File: config.mk
export PLATFORM = sky130hd
export DESIGN_NAME = mem_stage
export DESIGN_NICKNAME = d
export VERILOG_FILES = /design/src/rtl/mem_stage.sv
export SDC_FILE = /design/constraint.sdc
export NUM_CORES = 1
export LEC_CHECK = 0
export ABC_AREA = 0
export CAP_MARGIN = 25
export CORE_AREA = 2 2 163 165
export CTS_BUF_LIST = sky130_fd_sc_hd__clkbuf_2 sky130_fd_sc_hd__clkbuf_4 sky130_fd_sc_hd__clkbuf_8
export DETAILED_ROUTE_END_ITERATION = 10
export DIE_AREA = 0 0 165 167
export PLACE_DENSITY_LB_ADDON = 0.1
export SYNTH_ARGS = -nofsm -noshare
export SYNTH_HDL_FRONTEND = slang
export SYNTH_SLANG_ARGS = --single-unit
export TNS_END_PERCENT = 30
File: constraint.sdc
create_clock -name clk -period 6.7 [get_ports clk]
set_input_delay 2.01 -clock clk [delete_from_list [all_inputs] [get_ports clk]]
set_output_delay 2.01 -clock clk [all_outputs]
set_load 0.01 [all_outputs]
File: src/rtl/mem_stage.sv
// Memory-access pipeline stage: drives a handshaked data-memory port for loads/stores,
// aligns store data, extracts/extends load data and flags misaligned accesses.
module mem_stage #(
  parameter int IN_W  = 158,
  parameter int OUT_W = 122
) (
  input  logic             clk,
  input  logic             resetn,
  input  logic             MEM_valid,
  input  logic [IN_W-1:0]  EXE_MEM_bus_r,
  input  logic             next_allowin,
  input  logic             cancel,
  output logic             MEM_over,
  output logic [OUT_W-1:0] MEM_WB_bus,
  output logic [4:0]       MEM_wdest,
  output logic [31:0]      MEM_pc,
  output logic             dm_req,
  output logic [3:0]       dm_wen,
  output logic [31:0]      dm_addr,
  output logic [31:0]      dm_wdata,
  input  logic [31:0]      dm_rdata,
  input  logic             dm_ack
);

  localparam logic [1:0] IDLE  = 2'd0;
  localparam logic [1:0] REQ   = 2'd1;
  localparam logic [1:0] DONE  = 2'd2;
  localparam logic [1:0] ABORT = 2'd3;

  logic [5:0]  mem_control;
  logic [31:0] store_data;
  logic [31:0] exe_result;
  logic [31:0] lo_result;
  logic [5:0]  hilo_cp0_flags;
  logic [7:0]  cp0r_addr;
  logic        syscall;
  logic        eret;
  logic        rf_wen;
  logic [4:0]  rf_wdest;
  logic [31:0] pc;
  logic        brk;
  logic        ov;

  assign {mem_control, store_data, exe_result, lo_result, hilo_cp0_flags, cp0r_addr,
          syscall, eret, rf_wen, rf_wdest, pc, brk, ov} = EXE_MEM_bus_r;

  // mem_control[0] is reserved and intentionally has no effect
  logic unused_reserved;
  assign unused_reserved = mem_control[0];

  logic       is_load;
  logic       is_store;
  logic [1:0] mem_size;
  logic       sign_ext;
  logic       mem_op;
  logic       misal;
  logic       mem_access;
  logic       adel;
  logic       ades;
  logic       rf_wen_o;

  assign is_load  = mem_control[5];
  assign is_store = mem_control[4];
  assign mem_size = mem_control[3:2];
  assign sign_ext = mem_control[1];
  assign mem_op   = is_load | is_store;

  always_comb begin
    misal = 1'b0;
    case (mem_size)
      2'b00:   misal = 1'b0;
      2'b01:   misal = exe_result[0];
      default: misal = |exe_result[1:0];
    endcase
  end

  assign mem_access = mem_op & ~misal;
  assign adel       = MEM_valid & is_load & misal;
  assign ades       = MEM_valid & is_store & misal;
  assign rf_wen_o   = rf_wen & ~adel;

  logic [1:0]  state_q, state_d;
  logic [31:0] rdata_q, rdata_d;

  always_comb begin
    state_d  = state_q;
    rdata_d  = rdata_q;
    MEM_over = 1'b0;
    case (state_q)
      IDLE: begin
        if (MEM_valid & mem_access & ~cancel) begin
          state_d = REQ;
        end else begin
          MEM_over = MEM_valid & ~cancel;
        end
      end
      REQ: begin
        if (dm_ack) begin
          rdata_d = dm_rdata;
          state_d = cancel ? IDLE : DONE;
        end else if (cancel) begin
          state_d = ABORT;
        end
      end
      DONE: begin
        MEM_over = MEM_valid & ~cancel;
        if (cancel | next_allowin) begin
          state_d = IDLE;
        end
      end
      ABORT: begin
        // an issued request must run to its ack even after a flush
        if (dm_ack) begin
          state_d = IDLE;
        end
      end
      default: state_d = IDLE;
    endcase
  end

  always_ff @(posedge clk or negedge resetn) begin
    if (!resetn) begin
      state_q <= IDLE;
      rdata_q <= 32'd0;
    end else begin
      state_q <= state_d;
      rdata_q <= rdata_d;
    end
  end

  assign dm_req  = (state_q == REQ) | (state_q == ABORT);
  assign dm_addr = {exe_result[31:2], 2'b00};

  always_comb begin
    dm_wen   = 4'b0000;
    dm_wdata = store_data;
    case (mem_size)
      2'b00:   dm_wdata = {4{store_data[7:0]}};
      2'b01:   dm_wdata = {2{store_data[15:0]}};
      default: dm_wdata = store_data;
    endcase
    if (is_store & ~misal) begin
      case (mem_size)
        2'b00:   dm_wen = 4'b0001 << exe_result[1:0];
        2'b01:   dm_wen = exe_result[1] ? 4'b1100 : 4'b0011;
        default: dm_wen = 4'b1111;
      endcase
    end
  end

  logic [7:0]  load_byte;
  logic [15:0] load_half;
  logic [31:0] load_data;
  logic [31:0] mem_result;

  always_comb begin
    load_byte = rdata_q[{exe_result[1:0], 3'b000} +: 8];
    load_half = exe_result[1] ? rdata_q[31:16] : rdata_q[15:0];
    case (mem_size)
      2'b00:   load_data = {{24{sign_ext & load_byte[7]}}, load_byte};
      2'b01:   load_data = {{16{sign_ext & load_half[15]}}, load_half};
      default: load_data = rdata_q;
    endcase
    // misaligned accesses forward the bad virtual address instead of load data
    mem_result = (is_load & ~misal) ? load_data : exe_result;
  end

  assign MEM_WB_bus = {mem_result, lo_result, hilo_cp0_flags, cp0r_addr, syscall, eret,
                       rf_wen_o, rf_wdest, pc, brk, ov, adel, ades};
  assign MEM_wdest  = rf_wdest & {5{MEM_valid}};
  assign MEM_pc     = pc;

endmodule

==> results of run 1 <==
-- where the power goes --
group | leakage, nW | internal, mW | switching (mW)
logic | 1.65 | 0.297 | 0.202
clock network | 0.0714 | 0.159 | 0.0818
registers | 0.410 | 0.286 | 0.0913
-- routing by layer --
metal,GRT usage [%],part of all wire [%],up-vias
li1,-,-,1549
met1,14.7,34,1583
met2,25.3,51,253
met3,7.82,14,23
met4,2.31,1.1,4
met5,2.73,0.54,-
-- kinds of logic (layout without fill, tap and decap cells) --
| group | Yosys count | after routing | share of synthesized area (%) |
|---|---|---|---|
| simple gates | 99 | 99 | 12.7 |
| compound gates | 61 | 61 | 12.0 |
| buf+inv | 192 | 249 | 34.4 |
| mux | 66 | 66 | 19.1 |
| other cells | 1 | 4 | 0.0934 |
| xor+xnor | 2 | 2 | 0.436 |
| flops | 34 | 34 | 21.2 |
-- worst paths after layout --
path                                   start              end  slack (ps)  cells after the start
max                        EXE_MEM_bus_r[88]  MEM_WB_bus[101]         290                      8
min                               state_q[1]       state_q[0]         510                      1
max reg2reg                       state_q[1]       rdata_q[9]        4780                      3
min reg2reg                       state_q[1]       state_q[0]         510                      1
max in group asynchronous             resetn      rdata_q[17]        4360                      1
min in group asynchronous             resetn      rdata_q[10]        1810                      1
-- final cells by class --
| cell class | count | area, um^2 | share of cell area (%) |
|---|---|---|---|
| well taps | 335 | 419 | 7.53 |
| diodes | 2 | 5.00 | 0.0899 |
| repair buffers | 239 | 2340 | 42.1 |
| clock inverters | 2 | 60.1 | 1.08 |
| flip-flops and latches | 34 | 851 | 15.3 |
| clock buffers | 6 | 82.6 | 1.48 |
| multi-input cells | 230 | 1800 | 32.3 |
| inverters | 2 | 7.51 | 0.135 |
-- critical path: cells and delay by family --
kind / cells / cell delay, ps
AOI/OAI and AO/OA: 3 / 670
buffers and inverters: 4 / 1500
and+or+nand+nor: 1 / 220
-- flip-flops by register name (all words and copies together), names as in the netlist --
register	flops
rdata_q	32
state_q	2
-- stage by stage --
stage | total power [mW] | cells
after CTS | 1.14 | 848
after floorplan | 0.695 | 456
after global placement | 0.887 | 840
after detailed placement | 0.890 | 840
final | 1.12 | 850
after global routing | 1.19 | 848
-- cell usage after synthesis (6+ instances only) --
cell type / instances / area [um^2]
and2_1: 7 / 43.8
a222oi_1: 7 / 70.1
buf_2: 12 / 60.1
nand3_1: 17 / 85.1
a22oi_1: 7 / 52.6
nor2_1: 8 / 30.0
clkbuf_1: 6 / 22.5
dfrtp_1: 34 / 851
a2bb2oi_1: 7 / 61.3
mux2i_1: 8 / 80.1
nand4_1: 16 / 100
nand2_1: 35 / 131
a22o_1: 8 / 70.1
buf_4: 166 / 1250
mux2_2: 54 / 608
o21ai_0: 12 / 60.1
==> results.sh, run 1 <==
export IMPL_via_count=3412
export IMPL_grt_max_degree=35
export IMPL_ys_flop_type="dfrtp_1"
export IMPL_initial_core_util_pct=15.6
export IMPL_via_per_inst=4.01
export IMPL_die_w_um=165
export IMPL_grt_pass1_wl_um=28300
export IMPL_clk_latency_ps=290
export IMPL_hold_slack_ps=511
export IMPL_start_kind="input port"
export IMPL_core_area_mm2=0.0258
export IMPL_max_cap_violations=0
export IMPL_setup_viol=0
export IMPL_die_area_mm2=0.0276
export IMPL_dp_slack_ps=239
export IMPL_required_ps=4690
export IMPL_drtAntennaViolNets=0
export IMPL_cts_hold_buf=0
export IMPL_end_kind="output port"
export IMPL_tns_ps=0
export IMPL_cts_buffer_depth=2
export IMPL_fin_skew_ps=5.98
export IMPL_setup_ws_ps=289
export IMPL_area_delta_synth_final_pct=38.7
export IMPL_num_fill_cells=2779
export IMPL_min_path_type="flip-flop to flip-flop"
export IMPL_io_buffer_count=225
export IMPL_p_leak_nw=2.13
export IMPL_pin_count=425
export IMPL_row_count=59
export IMPL_final_cell_mix="clkdlybuf4s50_1, mux2_2, nand2_1, dfrtp_1"
export IMPL_root_buffer="clkbuf_8"
export IMPL_nNetsFinal=708
export IMPL_grt_overflow_total=0
export IMPL_postSynthAreaPerCell_um2=8.82
export IMPL_layout_drive_gt1_share_pct=18.1
export IMPL_synth_area_mm2=0.00402
export IMPL_routedWlPerCell_um=24.3
export IMPL_antenna_found_initial=2
export IMPL_placement_cell_area_mm2=0.00542
export IMPL_fmax_mhz=156
export IMPL_yosysSeqAreaShare_pct=21.2
export IMPL_post_route_util_pct=21.6
export IMPL_final_common_cell="clkdlybuf4s50_1"
export IMPL_ir_worst_vdd_v=0.000116
export IMPL_final_area_mm2=0.00557
export IMPL_cts_resized=0
export IMPL_max_slew_margin_pct=37.1
export IMPL_ys_ff_latch=34
export IMPL_grtUsageTotal_pct=14.3
export IMPL_postSynthCellCount=455
export IMPL_htree_levels=2
export IMPL_cp_arrival_ps=4400
export IMPL_first_global_vias=3748
export IMPL_cpMaxStageDelayCell="clkdlybuf4s50_1"
export IMPL_yosys_warnings=0
export IMPL_critPathMaxFanout=11
export IMPL_cts_setup_buffers=0
export IMPL_p_per_area_mw_per_mm2=201
export IMPL_routed_wl_um=20700
export IMPL_slowest_delay_ps=550
export IMPL_path_class="input port to output port"
export IMPL_tightest_slew_ps=942
export IMPL_dp_final_hpwl_um=17600
export IMPL_cts_sinks=34
export IMPL_hold_viol_final=0
export IMPL_path_cells="clkdlybuf4s50_1 > buf_4 > nor2_2 > o21ai_4 > buf_4 > a31oi_2 > a2bb2oi_1 > clkdlybuf4s50_1"
export IMPL_gp_congestion=0.692
export IMPL_synth_edf_count=0
export IMPL_async_flop_share_pct=100
export IMPL_ys_types=50
export IMPL_first_pass_iters=5
export IMPL_drc=0
export IMPL_status="finished clean"
export IMPL_die_y_um=167
export IMPL_cts_tree="done"
export IMPL_rsz0062_at_grt="no"
export IMPL_slew_violations=0
export IMPL_clk_pin_slew_ps=70
export IMPL_cts_made_buffers=5
export IMPL_fin_crit_sh_pct=95.7
export IMPL_fin_crit_ps=6410
export IMPL_drt_iter0_drc=196
(Power assumes the default switching activity.)
==> run 2: changes to the inputs <==
--- a/config.mk
+++ b/config.mk
@@ -15,4 +15,3 @@
 export SYNTH_ARGS = -nofsm -noshare
 export SYNTH_HDL_FRONTEND = slang
 export SYNTH_SLANG_ARGS = --single-unit
-export TNS_END_PERCENT = 30
==> results of run 2 <==
The final DEF is identical to that of run 1; final timing and power are the same.
